## src/rtl/fpu_pkg.sv

```systemverilog
// fpu_pkg: shared constants and types for the FPU issue/writeback slice.
//   NUM_UNITS    number of arithmetic units attached to the issue controller
//   unit_e       unit index (FADD..FABS), also the bit position in a one-hot op
//   LAT_DEFAULT  per-unit latency in cycles, indexed by unit_e
//   MAX_LAT      largest entry of LAT_DEFAULT; depth of the reservation register
//   rsv_entry_t  reservation slot {valid, unit, tag}
//   result_t     writeback record {y, tag, unit, ovf, unf}
package fpu_pkg;

  localparam int NUM_UNITS = 8;
  localparam int WIDTH     = 32;
  localparam int TAG_W     = 5;
  localparam int MAX_LAT   = 6;
  localparam int UNIT_W    = $clog2(NUM_UNITS);

  typedef enum logic [UNIT_W-1:0] {
    FADD, FSUB, FMUL, FDIV, FSQRT, FTOI, ITOF, FABS
  } unit_e;

  localparam int LAT_DEFAULT [NUM_UNITS] = '{3, 3, 3, 6, 3, 1, 2, 1};

  typedef struct packed {
    logic              valid;
    logic [UNIT_W-1:0] unit;
    logic [TAG_W-1:0]  tag;
  } rsv_entry_t;

  typedef struct packed {
    logic [WIDTH-1:0]  y;
    logic [TAG_W-1:0]  tag;
    logic [UNIT_W-1:0] unit;
    logic              ovf;
    logic              unf;
  } result_t;

endpackage

```

## src/rtl/fpu_result_fifo.sv

```systemverilog
// fpu_result_fifo: ordered result buffer with registered head.
//   clk, rstn  clock, synchronous active-low reset
//   push       write data into the tail this cycle
//   data       entry to write
//   ready      consumer takes the head when valid is high
//   valid      head holds an entry
//   head       oldest entry (entry 0 of a shift-down array)
//   count      number of stored entries
// Push and pop may happen together in any state, including full: the pop
// frees the last slot in the same edge that the push fills it.
module fpu_result_fifo #(
  parameter int W     = 42,
  parameter int DEPTH = 8,
  localparam int CW   = $clog2(DEPTH + 1)
) (
  input  logic          clk,
  input  logic          rstn,
  input  logic          push,
  input  logic [W-1:0]  data,
  input  logic          ready,
  output logic          valid,
  output logic [W-1:0]  head,
  output logic [CW-1:0] count
);

  logic [W-1:0]  mem   [DEPTH];
  logic [W-1:0]  mem_n [DEPTH];
  logic [CW-1:0] count_n;
  logic [CW-1:0] wr;
  logic          pop;

  assign pop  = valid && ready;
  assign head = mem[0];

  always_comb begin
    for (int i = 0; i < DEPTH; i++) mem_n[i] = mem[i];
    count_n = count;
    wr      = count;
    if (pop) begin
      for (int i = 0; i < DEPTH - 1; i++) mem_n[i] = mem[i + 1];
      mem_n[DEPTH-1] = '0;
      wr = count - CW'(1);
    end
    if (push) begin
      for (int i = 0; i < DEPTH; i++) begin
        if (CW'(i) == wr) mem_n[i] = data;
      end
    end
    if (push && !pop) count_n = count + CW'(1);
    if (!push && pop) count_n = count - CW'(1);
  end

  always_ff @(posedge clk) begin
    if (!rstn) begin
      for (int i = 0; i < DEPTH; i++) mem[i] <= '0;
      count <= '0;
      valid <= 1'b0;
    end else begin
      for (int i = 0; i < DEPTH; i++) mem[i] <= mem_n[i];
      count <= count_n;
      valid <= (count_n != '0);
    end
  end

endmodule

```

## src/rtl/fpu_issue_ctrl.sv

```systemverilog
// fpu_issue_ctrl: issue/writeback controller for the FPU cluster.
//   mem_clk, rstn       clock, synchronous active-low reset
//   in_valid/in_ready   request handshake; in_op one-hot unit, in_tag tag
//   unit_start          one-cycle start strobe to the selected unit
//   unit_y/ovf/unf      unit results and flags, unit u at [u*WIDTH +: WIDTH]
//   out_valid/out_ready result handshake; out_y/tag/unit/ovf/unf payload
//   err_illegal         pulse the cycle after a non-one-hot op was consumed
//   busy                operations in flight or results buffered
// Handshakes: a transfer happens on a clock edge where valid and ready are
// both high; valid does not wait for ready, and in_ready depends only on
// registered state, rstn and in_op (never on out_ready).
module fpu_issue_ctrl #(
  parameter int WIDTH     = 32,
  parameter int NUM_UNITS = fpu_pkg::NUM_UNITS,
  parameter int TAG_W     = 5,
  parameter int DEPTH     = 8,
  parameter int MAX_LAT   = fpu_pkg::MAX_LAT,
  parameter int LAT [NUM_UNITS] = fpu_pkg::LAT_DEFAULT
) (
  input  logic                         mem_clk,
  input  logic                         rstn,
  input  logic                         in_valid,
  output logic                         in_ready,
  input  logic [NUM_UNITS-1:0]         in_op,
  input  logic [TAG_W-1:0]             in_tag,
  output logic [NUM_UNITS-1:0]         unit_start,
  input  logic [NUM_UNITS*WIDTH-1:0]   unit_y,
  input  logic [NUM_UNITS-1:0]         unit_ovf,
  input  logic [NUM_UNITS-1:0]         unit_unf,
  output logic                         out_valid,
  input  logic                         out_ready,
  output logic [WIDTH-1:0]             out_y,
  output logic [TAG_W-1:0]             out_tag,
  output logic [$clog2(NUM_UNITS)-1:0] out_unit,
  output logic                         out_ovf,
  output logic                         out_unf,
  output logic                         err_illegal,
  output logic                         busy
);

  import fpu_pkg::*;

  localparam int UW = $clog2(NUM_UNITS);
  localparam int CW = $clog2(DEPTH + 1);

  typedef struct packed {
    logic          valid;
    logic [UW-1:0] unit;
    logic [TAG_W-1:0] tag;
  } slot_t;

  typedef struct packed {
    logic [WIDTH-1:0] y;
    logic [TAG_W-1:0] tag;
    logic [UW-1:0]    unit;
    logic             ovf;
    logic             unf;
  } entry_t;

  // rsv[1] is the writeback slot; an entry in rsv[k] completes in k cycles.
  slot_t  rsv   [1:MAX_LAT];
  slot_t  rsv_n [1:MAX_LAT];
  entry_t wb;
  entry_t head;

  logic [CW-1:0] inflight;
  logic [CW-1:0] count;
  logic legal, credit, conflict, accept, accept_legal, push;

  // Credit counts both in-flight and buffered results so every writeback is
  // guaranteed a buffer slot. A new op lands in slot LAT[u] after the shift,
  // which is slot LAT[u]+1 before it; a unit with MAX_LAT latency can never
  // collide because nothing sits above the top slot.
  always_comb begin
    legal    = $onehot(in_op);
    credit   = ((CW+1)'(inflight) + (CW+1)'(count)) < (CW+1)'(DEPTH);
    conflict = 1'b0;
    for (int u = 0; u < NUM_UNITS; u++) begin
      for (int s = 2; s <= MAX_LAT; s++) begin
        if (in_op[u] && (LAT[u] + 1 == s) && rsv[s].valid) conflict = 1'b1;
      end
    end
    in_ready     = rstn && credit && (!legal || !conflict);
    accept       = in_valid && in_ready;
    accept_legal = accept && legal;
    unit_start   = accept_legal ? in_op : '0;
  end

  always_comb begin
    for (int s = 1; s < MAX_LAT; s++) rsv_n[s] = rsv[s + 1];
    rsv_n[MAX_LAT] = '0;
    for (int s = 1; s <= MAX_LAT; s++) begin
      for (int u = 0; u < NUM_UNITS; u++) begin
        if (accept_legal && in_op[u] && (LAT[u] == s)) begin
          rsv_n[s].valid = 1'b1;
          rsv_n[s].unit  = UW'(u);
          rsv_n[s].tag   = in_tag;
        end
      end
    end
  end

  // Writeback mux: the unit named by the writeback slot is sampled this edge.
  always_comb begin
    wb      = '0;
    wb.tag  = rsv[1].tag;
    wb.unit = rsv[1].unit;
    for (int u = 0; u < NUM_UNITS; u++) begin
      if (rsv[1].unit == UW'(u)) begin
        wb.y   = unit_y[u*WIDTH +: WIDTH];
        wb.ovf = unit_ovf[u];
        wb.unf = unit_unf[u];
      end
    end
    push = rsv[1].valid;
  end

  always_ff @(posedge mem_clk) begin
    if (!rstn) begin
      for (int s = 1; s <= MAX_LAT; s++) rsv[s] <= '0;
      inflight    <= '0;
      err_illegal <= 1'b0;
    end else begin
      for (int s = 1; s <= MAX_LAT; s++) rsv[s] <= rsv_n[s];
      err_illegal <= accept && !legal;
      case ({accept_legal, push})
        2'b10:   inflight <= inflight + CW'(1);
        2'b01:   inflight <= inflight - CW'(1);
        default: inflight <= inflight;
      endcase
    end
  end

  fpu_result_fifo #(
    .W     ($bits(entry_t)),
    .DEPTH (DEPTH)
  ) u_fifo (
    .clk   (mem_clk),
    .rstn  (rstn),
    .push  (push),
    .data  (wb),
    .ready (out_ready),
    .valid (out_valid),
    .head  (head),
    .count (count)
  );

  assign out_y    = head.y;
  assign out_tag  = head.tag;
  assign out_unit = head.unit;
  assign out_ovf  = head.ovf;
  assign out_unf  = head.unf;
  assign busy     = (inflight != '0) || (count != '0);

endmodule
```

## config.mk

```make
export PLATFORM = sky130hd
export DESIGN_NAME = fpu_issue_ctrl
export DESIGN_NICKNAME = d
export VERILOG_FILES = /design/src/rtl/fpu_pkg.sv /design/src/rtl/fpu_result_fifo.sv /design/src/rtl/fpu_issue_ctrl.sv
export SDC_FILE = /design/constraint.sdc
export NUM_CORES = 1
export LEC_CHECK = 0
export ABC_AREA = 1
export BUFFER_PORTS_ARGS = -buffer_cell sky130_fd_sc_hd__buf_2
export CAP_MARGIN = 20
export CORE_MARGIN = 2
export CORE_UTILIZATION = 57
export DETAILED_ROUTE_END_ITERATION = 16
export GPL_TIMING_DRIVEN = 0
export PLACE_DENSITY = 0.87
export SLEW_MARGIN = 20
export SYNTH_ARGS = -nofsm -noshare
export SYNTH_HDL_FRONTEND = slang
export SYNTH_SLANG_ARGS = --single-unit
```

## constraint.sdc

```tcl
create_clock -name mem_clk -period 6.5 [get_ports mem_clk]
set_clock_uncertainty 0.15 [all_clocks]
set_input_delay 0.65 -clock mem_clk [delete_from_list [all_inputs] [get_ports mem_clk]]
set_output_delay 0.65 -clock mem_clk [all_outputs]
set_load 0.02 [all_outputs]
```

Yosys cells after proc, flatten, opt, wreduce, memory -nomap -nowiden
Memories as Yosys holds them, arrays and structs flattened.
Cells that the tools add are included.
{"block": "totals", "ramBits": 390, "wordCells": 147, "reg_bits": 10, "mem_count": 2}
{"block": "classes", "n_lt_le_gt_ge": 1, "addsub": 12, "reduce_logical": 35, "n_eq_ne": 17, "bitwise_logic": 14, "n_mux": 62}
{"name": "u_fifo.mem", "depth": 8, "word_bits": 42, "rd": 8, "rd_clocked_by_memory_dff": 0, "write_ports": 8, "line": "fpu_result_fifo.sv:26", "source": "logic [W-1:0] mem [DEPTH];"}
{"name": "rsv", "depth": 6, "word_bits": 9, "rd": 6, "rd_clocked_by_memory_dff": 0, "write_ports": 6, "line": "fpu_issue_ctrl.sv:61", "source": "slot_t rsv [1:MAX_LAT];"}
{"op": "336-bit two-way mux", "n": 2}
{"op": "42-bit two-way mux", "n": 16}
{"op": "32-bit two-way mux", "n": 8}
{"op": "9-bit two-way mux", "n": 14}
{"op": "1-bit logical AND", "n": 23}
{"op": "3-bit by 4-bit == test with 1-bit output (first input constant)", "n": 4}
{"op": "2-bit two-way mux", "n": 8}
{"op": "1-bit bitwise OR", "n": 14}
{"op": "3-bit == test (second input constant)", "n": 4}
{"op": "4-bit two-way mux", "n": 3}
{"op": "4-bit nonzero test", "n": 3}
{"op": "1-bit two-way mux", "n": 9}
{"op": "1-bit by 1-bit adder with 2-bit output", "n": 4}
{"op": "4-bit by 1-bit adder with 4-bit output (second input constant)", "n": 2}
{"op": "2-bit by 4-bit == test with 1-bit output (first input constant)", "n": 2}
{"op": "8-bit two-way mux", "n": 1}
{"op": "4-bit one-hot mux with 2 select lines", "n": 1}
{"op": "4-bit by 1-bit subtractor with 4-bit output (second input constant)", "n": 2}
{"op": "2-bit by 2-bit adder with 3-bit output", "n": 2}
{"op": "3-bit by 2-bit == test with 1-bit output (second input constant)", "n": 2}
{"op": "4-bit by 4-bit adder with 5-bit output", "n": 1}
{"op": "5-bit by 4-bit less-than comparator with 1-bit output (second input constant)", "n": 1}
{"op": "3-bit by 3-bit adder with 4-bit output", "n": 1}
{"op": "1-bit by 4-bit == test with 1-bit output (first input constant)", "n": 1}
{"op": "other kinds (9)", "n": 13}

Longest topological paths before layout
Gate-level depths: netlist of run 1.
{"block": "logic_depth", "word_depth": 19, "depth_mapped": 21}

Modules after synthesis
From an unflattened synthesis of run 1, not the netlist that was laid out.
{"block": "hier_totals", "hier_cells": 3829, "hier_area_um2": 22345.2}
{"module": "fpu_result_fifo", "instances": 1, "seq_area_each_um2": 6826.5, "cells_per_inst": 3182, "area_per_inst_um2": 18406.4}
{"module": "fpu_issue_ctrl", "instances": 1, "seq_area_each_um2": 1001.0, "cells_per_inst": 647, "area_per_inst_um2": 3938.8}

Least setup slack after synthesis of run 1
OpenSTA, ideal clock, no wires.
{"block": "synth_timing", "path_kind": "input port to flip-flop", "from": "in in_op[0]", "to": "reg inflight[3]", "arrival_time_ns": 4.652, "t_required_ns": 6.230, "path_slack_ns": 1.578, "path_stages": 20, "cell_sequence": "inv_1 fa_1 fa_1 fa_1 inv_1 ha_1 inv_1 fa_1 nand3_1 a21oi_1 nand4_1 clkbuf_1 ha_1 ha_1 a21oi_1 nand2_1 o21ai_0 a21oi_1 o21ai_0 a21oi_1"}
{"block": "synth_between", "elab_chain_cells": 15, "elab_cells_between_ends": 22, "cone_classes": "add/sub: 3; eq/ne: 3; mux: 8; reduce/logical: 8"}
{"item": "start, declared", "line": "fpu_issue_ctrl.sv:24", "source": "input logic [NUM_UNITS-1:0] in_op,"}
{"item": "branches (longest 12 deep; another with 3-bit by 3-bit adder with 4-bit output)"}
{"item": "1-bit logical AND *", "line": "fpu_issue_ctrl.sv:85", "source": "accept_legal = accept && legal;"}
{"item": "2-bit by 1-bit == test with 1-bit output / 2-bit == test (equally long branches)", "line": "fpu_issue_ctrl.sv:126", "source": "case ({accept_legal, push})"}
{"item": "4-bit one-hot mux with 2 select lines / 2-bit nonzero test (equally long branches)"}
{"item": "end signal, assigned", "line": "fpu_issue_ctrl.sv:127", "source": "2'b10: inflight <= inflight + CW'(1);"}
{"item": "end signal, assigned", "line": "fpu_issue_ctrl.sv:128", "source": "2'b01: inflight <= inflight - CW'(1);"}
{"item": "end signal, assigned", "line": "fpu_issue_ctrl.sv:129", "source": "default: inflight <= inflight;"}
{"item": "end, declared", "line": "fpu_issue_ctrl.sv:66", "source": "logic [CW-1:0] inflight;"}
Every way passes the cells marked *.
A chain may end at the register's enable or synchronous reset.

Final worst setup path of run 1
{"block": "layout_timing", "from": "in in_op[0]", "to": "out unit_start[6]"}
{"block": "layout_between", "elab_chain_cells": 14, "elab_cells_between_ends": 19, "cone_classes": "add/sub: 3; eq/ne: 1; mux: 8; reduce/logical: 7"}
{"item": "branches (longest 12 deep; another with 3-bit by 3-bit adder with 4-bit output)"}
{"item": "1-bit logical AND *", "line": "fpu_issue_ctrl.sv:85"}
{"item": "8-bit two-way mux *", "line": "fpu_issue_ctrl.sv:86", "source": "unit_start = accept_legal ? in_op : '0;"}
{"item": "end, declared", "line": "fpu_issue_ctrl.sv:26", "source": "output logic [NUM_UNITS-1:0] unit_start,"}
Marks and branches as above.

==> impl_metrics.py, run 1 <==
metrics = {
    "setup_path": {
        "regToRegStartpoint": "rsv[0][16]",
        "cp_data_required_time_ps": 5700,
        "r2r_setup_slack_ps": 3210,
        "crit_path_max_incr_delay_ps": 570,
        "crit_top_cell": "sky130_fd_sc_hd__fa_1",
        "critical_path_arrival_ps": 4560,
        "critPathCaptureType": "primary output",
        "path_buf_inv": 6,
        "crit_family": "adder cells",
        "timing.setup.critical_path_class": "input pin to primary output",
        "timing.critical_path.slowest_stage_cell": "sky130_fd_sc_hd__fa_1",
        "depth_of_the_critical_timing_path_with_buffers_and_inverters_included": 15,
        "rr_worst_depth": 11,
        "cp-endpoint": "unit_start[6]",
        "worst_path_max_fanout": 10,
        "critPathLaunchType": "input pin",
        "rr_endpoint": "u_fifo.mem[0][332]",
        "critical_path.cell_chain": "buf_2 -> inv_1 -> fa_1 -> fa_1 -> fa_1 -> inv_1 -> ha_1 -> inv_1 -> fa_1 -> nand3_1 -> a21oi_1 -> nand4_1 -> nor2_1 -> buf_4 -> buf_2",
        "worstSetupStartpoint": "in_op[0]",
    },
    "sta": {
        "maximum_clock_rate_mhz": 187,
        "maxSlewHeadroom_pct": 41.7,
        "timing_hold_violations_final": 0,
        "finalCriticalPeriod_ps": 5360,
        "grt_setup_unrepaired": "false",
        "whs_ps": 198,
        "finalSetupViolations": 0,
        "slew_viol_final": 0,
        "timing_worst_slew_pin_value_ps": 874,
        "period_share_pct": 82.4,
        "final.setup.tns_ps": 0,
    },
    "clock_tree": {
        "cts.htree.levels": 2,
        "path_clk_slew_ps": 60,
        "tritoncts_num_sinks": 391,
        "clock_latency_ps": 550,
        "clk_root_buffer_cell": "sky130_fd_sc_hd__clkbuf_16",
        "cts_resized": 0,
        "post_cts.repair.setup_buffers": 0,
        "cts_buffers": 41,
        "post_cts_hold_buffer_count": 0,
        "clock_path_buffers": 3,
        "cts_tree": "done",
    },
    "finish": {
        "nNetsFinal": 3949,
        "drive_gt1_share_pct": 15.7,
        "final_area_um2": 24700,
        "area.growth.synth_to_final_pct": 16.9,
    },
    "power": {
        "sum_of_internal_switching_and_leakage_power_uw": 7080,
        "vdd_drop_max_mv": 0.251,
        "p_leak_uw": 0.0136,
        "powerDensity_nw_per_um2": 287,
    },
    "routing": {
        "initialDrtViolationCount": 2339,
        "ant_nets": 0,
        "finalWirelength_um": 72900,
        "firstDrtPassIters": 9,
        "routedWlPerCell_um": 17.6,
        "dr_drc_count": 0,
        "vias_per_cell": 5.61,
        "dr_total_vias": 23300,
    },
    "floorplanning": {
        "std_cell_rows": 70,
        "fp.coreArea_um2": 36500,
        "design.die.area_um2": 38600,
        "io-pin-count": 343,
        "initial_utilization_pct": 57.9,
        "chip_width_um": 197,
        "die_h_um": 197,
    },
    "logic_synthesis": {
        "net_count_after_synthesis": 3565,
        "combinational_family_with_the_most_area_after_synthesis": "simple AND/OR/NAND/NOR gates",
        "post_synth_instance_area_um2": 21100,
        "synthesis.area_per_instance_um2": 6.48,
        "synth.yosys.seq_area_share_pct": 37.0,
        "xor_and_xnor_fraction_of_the_mapped_netlist_area_pct": 0.0414,
        "yosys-mux-area-fraction_pct": 5.40,
        "ys_ff_latch": 391,
        "synthesis.yosys.warnings": 0,
        "synth_compound_area_share_pct": 13.8,
        "post_synth_fa_ha_maj_area_fraction_pct": 1.18,
        "synthesis.instances": 3259,
        "yosys.area_share.simple_pct": 28.5,
        "synth_cell_type_count": 32,
    },
    "place": {
        "estimated_wirelength_of_the_detail_placed_design_um": 53100,
        "port-buffer-count": 341,
        "placed_cell_area_um2": 23400,
        "globalplace.congestion": 0.975,
    },
    "status": {
        "status": "completed",
    },
    "run": {
        "drv.max_cap_violation_count": 0,
    },
    "grt": {
        "pin_count_of_the_biggest_net_entering_global_routing": 14,
        "antenna_found_initial": 9,
        "wire_length_of_the_first_global_routing_pass_um": 113000,
        "track_usage_pct": 36.7,
        "first_global_vias": 21600,
        "grt_remaining_overflow": 0,
    },
    "hold_path": {
        "hold_class": "input pin to register",
    },
}
-- cells in the mapped netlist (all sizes together) --
cell / count / share of area (%)
o21ai: 266 / 6.4
nor3: 2 / 0.12
o21bai: 6 / 0.21
ha: 12 / 0.71
xnor2: 1 / 0.041
nor2: 277 / 4.9
a21oi: 302 / 7.2
a21boi: 1 / 0.036
dfxtp: 391 / 37
fa: 5 / 0.47
nor4: 1 / 0.030
clkinv: 3 / 0.053
o31ai: 1 / 0.036
buf: 149 / 4.1
nand3: 263 / 6.4
mux2i: 114 / 5.4
o22ai: 1 / 0.030
inv: 448 / 8.0
nand2: 849 / 15
clkbuf: 101 / 1.8
or2: 19 / 0.56
nand4: 47 / 1.4
-- report_power, final --
part | leakage, uW | internal (uW) | switching (uW) | total, uW
combinational | 0.00979 | 705 | 1360 | 2060
sequential | 0.00317 | 2640 | 114 | 2760
clock | 0.000622 | 1300 | 969 | 2270
total | 0.0136 | 4640 | 2440 | 7080
-- flip-flops by register name, summed over array words and instances, names as in the netlist --
signal / count
err_illegal: 1
inflight: 4
u_fifo.valid: 1
rsv: 45
u_fifo.count: 4
u_fifo.mem: 336
-- routing by layer --
metal	up-vias	track usage, %	share of wire, %
li1	11000	-	-
met1	10500	43.1	37
met2	1431	59.8	45
met3	314	9.29	12
met4	8	24.0	6.6
met5	-	0	0.063
-- per-stage QoR --
step	setup WS (ps)	cells	utilization, %
2_1_floorplan	1580	3259	-
3_3_place_gp	1160	4068	64.1
3_5_place_dp	994	4068	64.1
4_1_cts	1150	4138	67.6
5_1_grt	869	4142	67.6
6_report	1140	4144	67.6
-- cells by family after synthesis --
kind of cell	after synthesis
compound gates	577
xor+xnor	1
fa+ha+maj	17
buf+inv	701
flops	391
mux	114
simple gates	1458
-- how the worst min path moves through the flow --
| stage | start | endpoint | slack (ps) | cells after the start |
|---|---|---|---|---|
| floorplan | rsv[0][45] | rsv[0][36] | 240 | 2 |
| global placement | rsv[0][45] | rsv[0][36] | 240 | 2 |
| detailed placement | rsv[0][48] | rsv[0][39] | 250 | 2 |
| CTS | in_valid | err_illegal | 190 | 3 |
| global route | in_valid | err_illegal | 210 | 3 |
| finish | in_valid | err_illegal | 200 | 3 |
-- area by class of cell --
class | instances | area, um^2
antenna | 6 | 15.0
buffer | 250 | 1250
clock buffer | 61 | 1180
clock inverter | 9 | 86.3
fill | 3126 | 11800
inverter | 451 | 1690
multi-input combinational | 2167 | 10400
sequential | 391 | 7830
tap | 468 | 586
timing repair buffer | 341 | 1710
-- worst reg2reg max path: stages, from the launching register on --
cell and delay (ps):
sky130_fd_sc_hd__dfxtp_1 480, sky130_fd_sc_hd__buf_4 270, sky130_fd_sc_hd__inv_1 110, sky130_fd_sc_hd__nand3_1 360, sky130_fd_sc_hd__clkbuf_1 490, sky130_fd_sc_hd__o21ai_0 170, sky130_fd_sc_hd__nor2_1 340, sky130_fd_sc_hd__nand4_1 140
sky130_fd_sc_hd__nand2_1 410, sky130_fd_sc_hd__nand3_1 150, sky130_fd_sc_hd__nand2_1 100, sky130_fd_sc_hd__inv_1 40
-- placed cells by master (no fill, tap or decap), types with 16 or more instances in the layout --
master	count
sky130_fd_sc_hd__a21oi_1	302
sky130_fd_sc_hd__buf_2	414
sky130_fd_sc_hd__clkbuf_16	41
sky130_fd_sc_hd__inv_1	435
sky130_fd_sc_hd__buf_4	60
sky130_fd_sc_hd__dfxtp_1	391
sky130_fd_sc_hd__nand4_1	47
sky130_fd_sc_hd__nand2_1	848
sky130_fd_sc_hd__o21ai_1	37
sky130_fd_sc_hd__or2_2	18
sky130_fd_sc_hd__nor2_1	277
sky130_fd_sc_hd__o21ai_0	227
sky130_fd_sc_hd__clkbuf_1	113
sky130_fd_sc_hd__mux2i_1	114
sky130_fd_sc_hd__nand3_1	255
sky130_fd_sc_hd__buf_1	16
Note: power is estimated with default switching activity, not from simulation.
==> run 2: changes to the inputs <==
--- a/config.mk
+++ b/config.mk
@@ -9,10 +9,10 @@
 export BUFFER_PORTS_ARGS = -buffer_cell sky130_fd_sc_hd__buf_2
 export CAP_MARGIN = 20
 export CORE_MARGIN = 2
-export CORE_UTILIZATION = 57
+export CORE_UTILIZATION = 52
 export DETAILED_ROUTE_END_ITERATION = 16
 export GPL_TIMING_DRIVEN = 0
-export PLACE_DENSITY = 0.87
+export PLACE_DENSITY = 0.84
 export SLEW_MARGIN = 20
 export SYNTH_ARGS = -nofsm -noshare
 export SYNTH_HDL_FRONTEND = slang
==> constraint.sdc (replaced) <==
create_clock -name mem_clk -period 4.9 [get_ports mem_clk]
set_clock_uncertainty 0.15 [all_clocks]
set_input_delay 0.49 -clock mem_clk [delete_from_list [all_inputs] [get_ports mem_clk]]
set_output_delay 0.49 -clock mem_clk [all_outputs]
set_load 0.02 [all_outputs]
==> run 2 against run 1 <==
  * Sequential power rose by 32%
  * Die area rose by 9.4%
  * Core utilization fell by 5.1 points
  * Highest routed layer unchanged
  * Flip-flop and latch count did not move
==> impl_metrics.py, run 2 (same netlist as run 1, synthesis figures left out) <==
metrics = {
    "clock_tree": {
        "cts.htree.levels": 2,
        "cts_buffers": 40,
        "cts_tree": "done",
        "tritoncts_num_sinks": 391,
        "clock_path_buffers": 3,
        "clk_root_buffer_cell": "sky130_fd_sc_hd__clkbuf_16",
        "path_clk_slew_ps": 60,
        "post_cts_hold_buffer_count": 0,
        "clock_latency_ps": 560,
    },
    "floorplanning": {
        "fp.coreArea_um2": 39900,
        "initial_utilization_pct": 52.9,
        "io-pin-count": 343,
        "design.die.area_um2": 42300,
        "die_h_um": 206,
        "chip_width_um": 206,
        "std_cell_rows": 73,
    },
    "finish": {
        "area.growth.synth_to_final_pct": 18.2,
        "nNetsFinal": 3950,
        "mostFrequentLayoutCells": "848 x sky130_fd_sc_hd__nand2_1, 434 x sky130_fd_sc_hd__inv_1, 414 x sky130_fd_sc_hd__buf_2, 391 x sky130_fd_sc_hd__dfxtp_1, 301 x sky130_fd_sc_hd__a21oi_1",
        "multiInputGateArea_um2": 10400,
        "largest_registers": "u_fifo.mem (336), rsv (45)",
        "largest_register_ff_count": 336,
        "layout.cells.most_common": "sky130_fd_sc_hd__nand2_1",
        "layout.filler_cells": 3608,
        "final_area_um2": 25000,
        "biggest_register": "u_fifo.mem",
        "register_area_um2": 7830,
        "drive_gt1_share_pct": 16.0,
    },
    "grt": {
        "pin_count_of_the_biggest_net_entering_global_routing": 15,
        "grt_remaining_overflow": 0,
        "antenna_found_initial": 17,
        "track_usage_pct": 33.6,
        "first_global_vias": 20800,
        "wire_length_of_the_first_global_routing_pass_um": 112000,
    },
    "setup_path": {
        "timing.critical_path.slowest_stage_cell": "sky130_fd_sc_hd__fa_1",
        "crit_family": "adder cells",
        "critical_path.cell_chain": "buf_2 -> inv_1 -> fa_1 -> fa_1 -> fa_1 -> inv_1 -> ha_1 -> inv_1 -> fa_1 -> nand3_1 -> a21oi_2 -> nand4_1 -> inv_2 -> nand2_1 -> inv_1 -> buf_4 -> buf_2",
        "path_buf_inv": 8,
        "crit_path_max_incr_delay_ps": 520,
        "critPathLaunchType": "input pin",
        "timing.setup.critical_path_class": "input pin to primary output",
        "worst_path_max_fanout": 7,
        "critPathCaptureType": "primary output",
        "critical_path_arrival_ps": 4000,
        "cp_data_required_time_ps": 4260,
    },
    "place": {
        "estimated_wirelength_of_the_detail_placed_design_um": 54000,
        "globalplace.congestion": 1.01,
        "place_ws_ps": -362,
        "placed_cell_area_um2": 23500,
        "port-buffer-count": 341,
    },
    "status": {
        "status": "completed",
    },
    "sta": {
        "timing_hold_violations_final": 0,
        "finalSetupViolations": 0,
        "period_share_pct": 94.7,
        "slew_viol_final": 0,
        "maximum_clock_rate_mhz": 216,
        "finalCriticalPeriod_ps": 4640,
        "timing_worst_slew_pin_value_ps": 883,
        "final.setup.tns_ps": 0,
        "maxSlewHeadroom_pct": 41.1,
        "whs_ps": 21.0,
        "final_critical_path_setup_slack_ps": 260,
    },
    "routing": {
        "dr_drc_count": 0,
        "routedWlPerCell_um": 17.3,
        "firstDrtPassIters": 6,
        "dr_total_vias": 23000,
        "finalWirelength_um": 73000,
        "vias_per_cell": 5.46,
        "initialDrtViolationCount": 2724,
        "ant_nets": 0,
    },
    "power": {
        "vdd_drop_max_mv": 0.232,
        "powerDensity_nw_per_um2": 386,
        "p_leak_uw": 0.0137,
    },
    "run": {
        "drv.max_cap_violation_count": 0,
    },
    "hold_path": {
        "hold_class": "input pin to register",
    },
}
run 2: timing repair:
action	4_1_cts	5_1_grt
endpoints found under the setup margin	0	6
buffers inserted	0	2
resized for setup	0	10
run 2: through the flow:
stage,utilization [%],power (uW),instances
3_5_place_dp,58.9,6310,4125
3_3_place_gp,58.9,6260,4125
5_1_grt,62.5,10100,4209
4_1_cts,62.4,9540,4192
6_report,62.6,9640,4212
2_1_floorplan,-,5510,3259
run 2: area by class of cell:
cell class                 count  share of cell area (%)
inverter                     451                    6.78
tap                          525                    2.63
buffer                       250                    5.06
sequential                   391                    31.3
clock buffer                  57                    4.84
timing repair buffer         343                    6.90
multi-input combinational   2167                    41.5
antenna                       18                   0.180
clock inverter                10                   0.757
run 2: tightest hold or removal path, stage by stage:
cell,delay (ps)
sky130_fd_sc_hd__buf_2,110
sky130_fd_sc_hd__nand2_1,60
sky130_fd_sc_hd__nor2_1,30
run 2: worst paths after layout:
check | from | endpoint | slack, ps | cells after the start
worst max-delay path | in_op[1] | unit_start[3] | 260 | 17
worst min-delay path | in_valid | err_illegal | 20 | 3
worst max register to register | inflight[1] | inflight[3] | 1790 | 14
worst min register to register | rsv[0][48] | rsv[0][39] | 260 | 2
run 2: per-layer routing:
metal	global-route usage (%)	share of wire [%]	vias to the layer above	wire (um)
met4	21.4	5.9	2	4300
met2	52.9	45	1303	32700
li1	-	-	11000	-
met5	0	0.016	-	12
met1	40.9	38	10400	27600
met3	8.65	12	251	8400
run 2: report_power, final:
| group | internal (uW) | switching [uW] |
|---|---|---|
| Combinational | 938 | 1770 |
| Clock | 1970 | 1310 |
| Sequential | 3500 | 148 |
| Total | 6410 | 3230 |
